$ cat src/rtl/note_estimator.sv
// note_estimator
// Converts a measured signal period (in 1.024 MHz clk cycles) into the
// nearest open-string guitar note and a signed tuning deviation in per-mille.
// The conversion takes 33 clock cycles after capture. It uses a multi-cycle
// boundary scan, a shift-add multiply and a restoring divide.
//
// Ports:
//   clk            in   system clock
//   rst            in   asynchronous active-high reset
//   period_cycles  in   measured period (PW bits), sampled on period_valid
//   period_valid   in   one-cycle capture strobe (ignored while busy)
//   busy           out  high while a conversion is in progress
//   note           out  0..5 = E2,A2,D3,G3,B3,E4; 7 = no note / out of range
//   num_to_display out  signed deviation, per-mille, clamped to -511..+511
//   result_valid   out  one-cycle pulse when note/num_to_display update
module note_estimator #(
  parameter int unsigned PW         = 20,
  parameter int unsigned REF_E2     = 12426,
  parameter int unsigned REF_A2     = 9309,
  parameter int unsigned REF_D3     = 6974,
  parameter int unsigned REF_G3     = 5224,
  parameter int unsigned REF_B3     = 4147,
  parameter int unsigned REF_E4     = 3107,
  parameter int unsigned BND0       = 10755,
  parameter int unsigned BND1       = 8057,
  parameter int unsigned BND2       = 6036,
  parameter int unsigned BND3       = 4654,
  parameter int unsigned BND4       = 3590,
  parameter int unsigned MIN_PERIOD = 2000,
  parameter int unsigned MAX_PERIOD = 20000
) (
  input  logic          clk,
  input  logic          rst,
  input  logic [PW-1:0] period_cycles,
  input  logic          period_valid,
  output logic          busy,
  output logic [2:0]    note,
  output logic [9:0]    num_to_display,
  output logic          result_valid
);

  localparam int unsigned DW = 25;  // dividend / quotient width
  localparam int unsigned RW = 15;  // remainder width (divisor < 2^15)

  typedef enum logic [2:0] {IDLE, SCAN, SUB, MUL, DIV, DONE} state_t;

  state_t          state_q, state_d;
  logic [PW-1:0]   p_q, p_d;
  logic [2:0]      sel_q, sel_d;
  logic            found_q, found_d;
  logic            oor_q, oor_d;
  logic [4:0]      cnt_q, cnt_d;
  logic            neg_q, neg_d;
  logic [PW-1:0]   mag_q, mag_d;
  logic [RW-1:0]   rem_q, rem_d;
  logic [DW-1:0]   quo_q, quo_d;
  logic            busy_q, busy_d;
  logic [2:0]      note_q, note_d;
  logic [9:0]      num_q, num_d;
  logic            rv_q, rv_d;

  logic [PW-1:0]   ref_sel;
  logic [RW:0]     divisor;
  logic [RW:0]     trial;
  logic [DW-1:0]   mag_ext;
  logic [8:0]      q_clamp;
  logic [9:0]      q_ext;

  function automatic logic [PW-1:0] ref_of(input logic [2:0] s);
    case (s)
      3'd0:    ref_of = PW'(REF_E2);
      3'd1:    ref_of = PW'(REF_A2);
      3'd2:    ref_of = PW'(REF_D3);
      3'd3:    ref_of = PW'(REF_G3);
      3'd4:    ref_of = PW'(REF_B3);
      default: ref_of = PW'(REF_E4);
    endcase
  endfunction

  function automatic logic [PW-1:0] bnd_of(input logic [2:0] i);
    case (i)
      3'd0:    bnd_of = PW'(BND0);
      3'd1:    bnd_of = PW'(BND1);
      3'd2:    bnd_of = PW'(BND2);
      3'd3:    bnd_of = PW'(BND3);
      default: bnd_of = PW'(BND4);
    endcase
  endfunction

  always_ff @(posedge clk or posedge rst) begin
    if (rst) begin
      state_q <= IDLE;
      p_q     <= '0;
      sel_q   <= '0;
      found_q <= 1'b0;
      oor_q   <= 1'b0;
      cnt_q   <= '0;
      neg_q   <= 1'b0;
      mag_q   <= '0;
      rem_q   <= '0;
      quo_q   <= '0;
      busy_q  <= 1'b0;
      note_q  <= 3'd7;
      num_q   <= '0;
      rv_q    <= 1'b0;
    end else begin
      state_q <= state_d;
      p_q     <= p_d;
      sel_q   <= sel_d;
      found_q <= found_d;
      oor_q   <= oor_d;
      cnt_q   <= cnt_d;
      neg_q   <= neg_d;
      mag_q   <= mag_d;
      rem_q   <= rem_d;
      quo_q   <= quo_d;
      busy_q  <= busy_d;
      note_q  <= note_d;
      num_q   <= num_d;
      rv_q    <= rv_d;
    end
  end

  always_comb begin
    state_d = state_q;
    p_d     = p_q;
    sel_d   = sel_q;
    found_d = found_q;
    oor_d   = oor_q;
    cnt_d   = cnt_q;
    neg_d   = neg_q;
    mag_d   = mag_q;
    rem_d   = rem_q;
    quo_d   = quo_q;
    busy_d  = busy_q;
    note_d  = note_q;
    num_d   = num_q;
    rv_d    = 1'b0;

    ref_sel = ref_of(sel_q);
    divisor = (RW+1)'(ref_sel);
    trial   = {rem_q, quo_q[DW-1]};
    mag_ext = DW'(mag_q);
    q_clamp = (quo_q > DW'(511)) ? 9'd511 : quo_q[8:0];
    q_ext   = {1'b0, q_clamp};

    case (state_q)
      IDLE: begin
        if (period_valid) begin
          p_d     = period_cycles;
          sel_d   = 3'd5;
          found_d = 1'b0;
          oor_d   = (period_cycles < PW'(MIN_PERIOD)) ||
                    (period_cycles > PW'(MAX_PERIOD));
          cnt_d   = '0;
          busy_d  = 1'b1;
          state_d = SCAN;
        end
      end
      SCAN: begin
        // Boundaries descend, so the first one met selects the longest-period note.
        if (!found_q && (p_q >= bnd_of(cnt_q[2:0]))) begin
          sel_d   = cnt_q[2:0];
          found_d = 1'b1;
        end
        if (cnt_q == 5'd4) begin
          cnt_d   = '0;
          state_d = SUB;
        end else begin
          cnt_d = cnt_q + 5'd1;
        end
      end
      SUB: begin
        // Sign and magnitude of REF - P, kept separately.
        neg_d   = (p_q > ref_sel);
        mag_d   = (p_q > ref_sel) ? (p_q - ref_sel) : (ref_sel - p_q);
        state_d = MUL;
      end
      MUL: begin
        // x*1000 = x*1024 - x*16 - x*8
        quo_d   = (mag_ext << 10) - (mag_ext << 4) - (mag_ext << 3);
        rem_d   = '0;
        cnt_d   = '0;
        state_d = DIV;
      end
      DIV: begin
        // Restoring divide: the dividend shifts out of quo_q's top while
        // quotient bits shift in at the bottom.
        if (trial >= divisor) begin
          rem_d = RW'(trial - divisor);
          quo_d = {quo_q[DW-2:0], 1'b1};
        end else begin
          rem_d = RW'(trial);
          quo_d = {quo_q[DW-2:0], 1'b0};
        end
        if (cnt_q == 5'd24) begin
          cnt_d   = '0;
          state_d = DONE;
        end else begin
          cnt_d = cnt_q + 5'd1;
        end
      end
      DONE: begin
        if (oor_q) begin
          note_d = 3'd7;
          num_d  = '0;
        end else begin
          note_d = sel_q;
          num_d  = neg_q ? (10'd0 - q_ext) : q_ext;
        end
        rv_d    = 1'b1;
        busy_d  = 1'b0;
        state_d = IDLE;
      end
      default: state_d = IDLE;
    endcase
  end

  assign busy           = busy_q;
  assign note           = note_q;
  assign num_to_display = num_q;
  assign result_valid   = rv_q;

endmodule
$ cat config.mk
export PLATFORM = sky130hd
export DESIGN_NAME = note_estimator
export DESIGN_NICKNAME = d
export VERILOG_FILES = /design/src/rtl/note_estimator.sv
export SDC_FILE = /design/constraint.sdc
export NUM_CORES = 1
export LEC_CHECK = 0
export BUFFER_PORTS_ARGS = -buffer_cell sky130_fd_sc_hd__buf_2
export CAP_MARGIN = 0
export CORE_AREA = 2 2 120 122
export CTS_CLUSTER_DIAMETER = 50
export CTS_CLUSTER_SIZE = 28
export DETAILED_ROUTE_END_ITERATION = 8
export DIE_AREA = 0 0 122 124
export PLACE_DENSITY = 0.86
export SETUP_SLACK_MARGIN = 0.5
export SYNTH_ARGS = -nofsm -noshare
export SYNTH_HDL_FRONTEND = slang
export SYNTH_SLANG_ARGS = --single-unit
$ cat constraint.sdc
create_clock -name clk -period 8.8 [get_ports clk]
set_input_delay 1.76 -clock clk [delete_from_list [all_inputs] [get_ports clk]]
set_output_delay 1.76 -clock clk [all_outputs]
set_load 0.05 [all_outputs]
==> impl_results.md, run 1 <==
- Outcome: complete, no violations
- CTS Hold Bufs: 0
- Total GRT Usage: between 30 and 40%
- Final setup vio count: 0
- Synth top area cells: dfrtp_1, ha_1, o21ai_0
- Yosys top cell area share: ~29%
- CP Cell Sequence: clkinv_1 -> nand2_1 -> inv_1 -> ha_1 -> and2_1 -> a22oi_1 -> a31oi_1 -> a221oi_1 -> o21ai_1 -> nor3_2 -> mux2i_1 -> a22o_1
- Post-DR wirelength/cell: 17.8 um
- Die width: approximately 120 um
- Port Buffers: 37
- Most common cell in the netlist: dfrtp_1
- Total gr overflow: 0
- Post-synth top flop: dfrtp_1
- Fraction of layout cells with a size suffix above 1: under 10%
- Highest Clock Rate: 247 MHz
- Net Count, Synth: about 1200
- Post_cts resized: 0
- Data arrival, critical path: between 4 and 5 ns
- Post-Synthesis Cell Area: about 9000 sq um
- Largest net degree at the start of global routing: 73
- Syn. warnings: 0
- Clock sinks: between 100 and 150
- Register area share after synthesis: 30.2%
- Via density: 6.33
- Total CTS buffers: 9
- CTS tree: yes
- Met1 wire length: 9890 um
- CP max stage cell: nor3_2
- Core area: roughly 14000 sq um
- P&R area growth vs syn: 6.31%
- Tcrit/Tclk final: 46.0%
- Met3 WL: about 1400 um
- Routability congestion estimate: 0.976
- Die height: 124 um
- Synth async-reset ratio: 100%
- Critical path class: flip-flop to flip-flop
- WP buf/inv: 2
- Clk Latency, worst-skew pair: approximately 0.37 ns
- Slowest stage delay, CP: between 0.7 and 0.8 ns
- DR vias: about 7900
- IO Pins: 38
- Nets: 1200
- Final worst slack: approximately 4.8 ns
- Pre-CTS setup slack: ~4.9 ns
- Initial antenna violation count: 0
- Drt drc: 0
- N_diodes: 0
- Initial Utilization: between 60% and 70%
- Setup crit end kind: flip-flop
- Top Metal Used: met4
- Antenna Nets Post-Route: 0
- Actual slew at the worst max-slew pin: 0.977 ns
- Cell count after synthesis: between 1000 and 1500
- Worst slew margin: 34.7%
- First-pass GRT wire length: roughly 37000 um
- CTS clock-pin slew for the worst setup and hold paths: about 0.080 ns
- Root buffer cell: clkbuf_16
- Fin util: 70.1%
- Avg Cell Area, Syn: 8.51 sq um
- Max Cap Viol: 0
- 1st-iter DRT viols: 647
- Minimum clock period: just over 4 ns
- Critical-path maximum fanout: 14
- Number of global-route vias before repair: roughly 7400
- Setup TNS: 0 ns
- Total die area: around 15000 sq um
- Final Skew: about 0.011 ns
- Distinct cells, synth: 69
- Drt total wl: about 22000 um
- Final slew viol count: 0
- Cell taking the most area after synthesis: dfrtp_1
- Depth of the CTS H-tree: 3
- HPWL after DPL: 17100 um
- Hold Path Class: flip-flop to flip-flop
- Hold Fails Final Rpt: 0
- Top cells by count, synth: dfrtp_1, nand2_1, ha_1
- Startpoint Class: flip-flop
- Number of rows created at floorplan: 43
- Met2 Wirelength: approximately 10000 um
- Total iterations of the first detailed-routing run: 6
- Crit path required time: 9.06 ns
- Number of synthesized flops with an enable pin: 0
- Max Buffers Root-to-Sink: 2
- Top delay family on crit path: compound AO/OA/AOI/OAI gates
- # Post-CTS Setup Buffers: 0
- Yosys reg bits: 109
- RSZ-0062 raised after global routing: no
[cells in the final DEF, fill, tap and decap left out, types with 8 or more instances in the layout]
cell type  count
nor2_1        74
nor4_1         8
nor2b_1       12
ha_1          91
nor3_1        24
dfrtp_1      106
o21a_1        12
nand3_1       33
fa_1          16
mux2i_1       24
xnor2_1       30
o21ai_0       90
clkbuf_16      9
o211ai_1       9
buf_2         37
a21o_1        22
xor2_1        11
nand4_1       11
or3_1         12
a22oi_1       21
a22o_1         9
nand2b_1      13
a31oi_1       10
o22ai_1        9
nand2_1      103
a21oi_1       63
and3_1         8
and2_1        11
inv_1         75
[routing by layer]
metal	vias up	GRT usage (%)
li1	3864	-
met2	270	51.5
met4	0	10.6
met5	-	0
met1	3754	41.4
met3	55	5.59
[worst reg2reg max path, cell delays in order, from the launching register on]
cell      delay, ns
dfrtp_1        0.55
clkinv_1       0.33
nand2_1        0.22
inv_1          0.09
ha_1           0.34
and2_1         0.22
a22oi_1        0.20
a31oi_1        0.20
a221oi_1       0.46
o21ai_1        0.20
nor3_2         0.74
mux2i_1        0.17
a22o_1         0.21
[area by class of cell]
class	count	area (sq um)
clock inverter	7	62.6
fill	1093	4110
multi-input combinational	829	5840
timing repair buffer	42	223
inverter	79	299
clock buffer	9	225
sequential	109	2730
tap	180	225
[metrics by stage]
| stage | hold slack [ns] | area (sq um) | cells |
|---|---|---|---|
| after floorplan | 0.450 | 9040 | 1062 |
| after global placement | 0.460 | 9320 | 1239 |
| after detailed placement | 0.470 | 9320 | 1239 |
| after CTS | 0.489 | 9610 | 1255 |
| after global routing | 0.514 | 9610 | 1255 |
| final | 0.481 | 9610 | 1255 |
[flip-flops by register name, summed over array words and instances (netlist names)]
name / flops
num_to_display: 10
mag_q: 20
quo_q: 25
note: 3
oor_q: 1
neg_q: 1
cnt_q: 5
rem_q: 15
state_q: 3
found_q: 1
p_q: 20
result_valid: 1
sel_q: 3
busy: 1
[final timing paths]
kind	start	end	slack, ns	cells after the start
setup / recovery	sel_q[2]$_DFFE_PP0P_	rem_q[1]$_DFFE_PP0P_	4.75	12
hold / removal	num_to_display[3]$_DFFE_PP0P_	num_to_display[3]$_DFFE_PP0P_	0.48	2
setup reg to reg	sel_q[2]$_DFFE_PP0P_	rem_q[1]$_DFFE_PP0P_	4.75	12
hold reg to reg	num_to_display[3]$_DFFE_PP0P_	num_to_display[3]$_DFFE_PP0P_	0.48	2
max in group asynchronous	rst	mag_q[9]$_DFFE_PP0P_	6.10	3
min in group asynchronous	rst	num_to_display[1]$_DFFE_PP0P_	1.41	2
[cells by family after synthesis]
family | synth area share (%)
AND/OR/NAND/NOR | 17.6
AO/OA/AOI/OAI | 23.3
buffers and inverters | 5.19
flip-flops | 30.2
adder cells (fa/ha/maj) | 16.1
XOR/XNOR | 3.97
multiplexers | 3.53
Power of run 1 is left out: the tool's default activity adds up to more than one toggle a clock period on the data nets, which glitch-free logic cannot reach.
==> run 2: changes to the inputs <==
--- a/config.mk
+++ b/config.mk
@@ -5,14 +5,15 @@
 export SDC_FILE = /design/constraint.sdc
 export NUM_CORES = 1
 export LEC_CHECK = 0
+export ABC_AREA = 1
 export BUFFER_PORTS_ARGS = -buffer_cell sky130_fd_sc_hd__buf_2
 export CAP_MARGIN = 0
-export CORE_AREA = 2 2 120 122
+export CORE_AREA = 2 2 136 138
 export CTS_CLUSTER_DIAMETER = 50
 export CTS_CLUSTER_SIZE = 28
 export DETAILED_ROUTE_END_ITERATION = 8
-export DIE_AREA = 0 0 122 124
-export PLACE_DENSITY = 0.86
+export DIE_AREA = 0 0 138 140
+export PLACE_DENSITY = 0.79
 export SETUP_SLACK_MARGIN = 0.5
 export SYNTH_ARGS = -nofsm -noshare
 export SYNTH_HDL_FRONTEND = slang
==> constraint.sdc (replaced) <==
create_clock -name clk -period 3.65 [get_ports clk]
set_input_delay 0.73 -clock clk [delete_from_list [all_inputs] [get_ports clk]]
set_output_delay 0.73 -clock clk [all_outputs]
set_load 0.05 [all_outputs]
==> run 2 against run 1 <==
Effect of this change:
- critical path depth grew 3
- synthesized cell count up 44%
- sequential share of layout area decreased by 3.4 points
- hold slack got worse by 0.064 ns
- clock skew is 0.011 ns higher
==> impl_results.md, run 2 <==
- Critical path depth: 15 (+3)
- Post-DR wirelength/cell: 15.2 um (-15%)
- CTS Hold Bufs: 0 (unchanged)
- Tcrit/Tclk final: 80.6% (+35 points)
- CTS tree: yes
- Synth async-reset ratio: 100% (unchanged)
- Top delay family on crit path: simple AND/OR/NAND/NOR gates
- Most frequent cells in the layout: nand2_1, inv_1, nor2_1
- Total die area: 19300 sq um (+28%)
- P&R area growth vs syn: 7.52%
- Biggest registers after layout: quo_q: 25 flops, mag_q: 20 flops, p_q: 20 flops
- N_diodes: 0 (unchanged)
- Crit path required time: 3.92 ns (-5.14 ns)
- Top cells by count, synth: nand2_1, inv_1, nor2_1
- Clk Latency, worst-skew pair: 0.38 ns (about the same)
- IO Pins: 38 (unchanged)
- Slowest stage delay, CP: 0.46 ns (-0.28 ns)
- Total gr overflow: 0 (unchanged)
- Routability congestion estimate: 0.975 (-0.11%)
- Nets: 1684 (+40%)
- Hold Fails Final Rpt: 0 (unchanged)
- Via density: 5.44 (-14%)
- Hold Path Class: input port to asynchronous set/reset pin
- Setup crit end kind: flip-flop
- Syn. warnings: 0 (unchanged)
- Total CTS buffers: 9 (unchanged)
- Pre-CTS setup slack: 0.457 ns (-4.41 ns)
- Actual slew at the worst max-slew pin: 0.764 ns (-0.214 ns)
- Critical path class: flip-flop to flip-flop
- Core area: 17800 sq um (+30%)
- First-pass GRT wire length: 45400 um (+23%)
- Critical path origin: sel_q[0]$_DFFE_PP0P_
- Number of rows created at floorplan: 49 (+14%)
- Die height: 140 um (+13%)
- Crit path to: rem_q[11]$_DFFE_PP0P_
- Reg-to-Reg Start: sel_q[0]$_DFFE_PP0P_
- Initial antenna violation count: 0 (unchanged)
- Filler Cell Count: 1755 (+61%)
- Total iterations of the first detailed-routing run: 5 (-1)
- Max Buffers Root-to-Sink: 2 (unchanged)
- Minimum clock period: 2.94 ns (-1.10 ns)
- 1st-iter DRT viols: 716 (+11%)
- Initial Utilization: 57.1% (-8.8 points)
- Largest net degree at the start of global routing: 39 (-47%)
- Fraction of layout cells with a size suffix above 1: 7.63% (-0.46 points)
- Most frequent CP cell: nand2_1
- Antenna Nets Post-Route: 0 (unchanged)
- Most common cell in the netlist: nand2_1
- R2R Path End: rem_q[11]$_DFFE_PP0P_
- Distinct cells, synth: 50 (-28%)
- Post-synth top flop: dfrtp_1
- Synth top area cells: dfrtp_1, nand2_1, ha_1
- Avg Cell Area, Syn: 6.64 sq um (-22%)
- CTS clock-pin slew for the worst setup and hold paths: 0.09 ns (about the same)
- Register with the most flip-flops: quo_q
- Cell count after synthesis: 1528 (+44%)
- Setup TNS: 0 ns (unchanged)
- Number of synthesized flops with an enable pin: 0 (unchanged)
- Root buffer cell: clkbuf_16
- Highest Clock Rate: 340 MHz (+37%)
- Multi-input gate area: 6380 sq um (+9.2%)
- Startpoint Class: flip-flop
- Post-Synthesis Cell Area: 10100 sq um (+12%)
- Die width: 138 um (+13%)
- Final setup vio count: 0 (unchanged)
- Number of global-route vias before repair: 9352 (+26%)
- Yosys top cell area share: 26.1% (-3.2 points)
- WP buf/inv: 3 (+1)
- Register area share after synthesis: 26.9% (-3.3 points)
- R2R setup slack: 0.71 ns (-4.05 ns)
- CP max stage cell: fa_1
- Port Buffers: 37 (unchanged)
- Drt total wl: 27200 um (+21%)
- Final slew viol count: 0 (unchanged)
- Cell taking the most area after synthesis: dfrtp_1
- Net Count, Synth: 1658 (+39%)
- Max Cap Viol: 0 (unchanged)
- DR vias: 9728 (+22%)
- Depth of the CTS H-tree: 3 (unchanged)
- HPWL after DPL: 22000 um (+28%)
- Drt drc: 0 (unchanged)
- Final Skew: 0.0215 ns (+0.0109 ns)
- Register area: 2730 sq um (about the same)
- RSZ-0062 raised after global routing: no
- Total GRT Usage: 28.8% (-2.4 points)
- Outcome: complete, no violations
- Worst slew margin: 49.0% (+14 points)
- Final worst slack: 0.708 ns (-4.05 ns)
- Max reg flops: 25 (unchanged)
- CP Cell Sequence: inv_1 -> nor2_1 -> nor2_1 -> inv_1 -> ha_1 -> fa_1 -> o21ai_2 -> nand2_1 -> nand2_1 -> nand2_1 -> nand3_4 -> buf_6 -> nand2_1 -> o21ai_0 -> nand2_1
- Data arrival, critical path: 3.21 ns (-1.09 ns)
- Commonest non-fill, non-tap cell in the layout: nand2_1
- Yosys reg bits: 109 (unchanged)
- Clock sinks: 109 (unchanged)
- Critical-path maximum fanout: 18 (+4)
- FF-to-FF path depth: 15 (+3)
==> run 2: changes by cell type after synthesis, sizes merged, moves of 24 or more <==
cell / before / now
nand2: 103 / 493
mux2i: 24 / 0
a21oi: 63 / 92
nor2: 76 / 150
inv: 76 / 231
clkbuf: 40 / 16
nand3: 33 / 89
==> run 2: metal layers <==
metal	track usage, %	part of all wire, %
met5	0	0
met4	10.6	3.2
met3	2.77	4.6
met2	50.2	48
met1	37.3	44
==> run 2: cell families (layout without fill, tap and decap cells) <==
family,Yosys count,count (layout),synth area share [%]
AO/OA/AOI/OAI,226,226,12.6
XOR/XNOR,36,36,3.11
adder cells (fa/ha/maj),107,107,14.4
buffers and inverters,267,298,10.5
flip-flops,109,109,26.9
AND/OR/NAND/NOR,783,783,32.5
==> run 2: worst min path at each step <==
stage	endpoint	slack, ns
2_1_floorplan	mag_q[13]$_DFFE_PP0P_	0.45
3_3_place_gp	num_to_display[7]$_DFFE_PP0P_	0.46
5_1_grt	quo_q[4]$_DFFE_PP0P_	0.48
6_report	quo_q[7]$_DFFE_PP0P_	0.42
3_5_place_dp	num_to_display[4]$_DFFE_PP0P_	0.46
4_1_cts	quo_q[7]$_DFFE_PP0P_	0.43
==> run 2: cell type report <==
type	count	area share, %
multi-input cells	1152	58.5
flip-flops and latches	109	25.0
inverters	232	8.02
repair buffers	50	2.86
well taps	229	2.63
clock buffers	9	2.06
clock inverters	7	0.906
==> run 2: timing repair <==
action / 4_1_cts / 5_1_grt
setup endpoints to repair: 2 / 31
gates resized for setup: 2 / 10
pin swaps: 0 / 2
buffers inserted: 0 / 1
==> run 2: worst register-to-register path: cells and delay by family, from the launching register on <==
kind / cells / cell delay [ns]
DFF: 1 / 0.41
and+or+nand+nor: 8 / 0.90
buffers and inverters: 3 / 0.46
adders and majority gates: 2 / 0.71
AOI/OAI and AO/OA: 2 / 0.39
==> run 2: per-stage QoR <==
stage	util (%)	hold slack, ns	cell area [sq um]	std cells
floorplan	-	0.449	10200	1528
global placement	59.2	0.459	10500	1771
detailed placement	59.2	0.460	10500	1771
CTS	61.0	0.434	10900	1787
global route	61.4	0.477	10900	1788
finish	61.4	0.418	10900	1788
Power of run 2 is left out for the same reason.
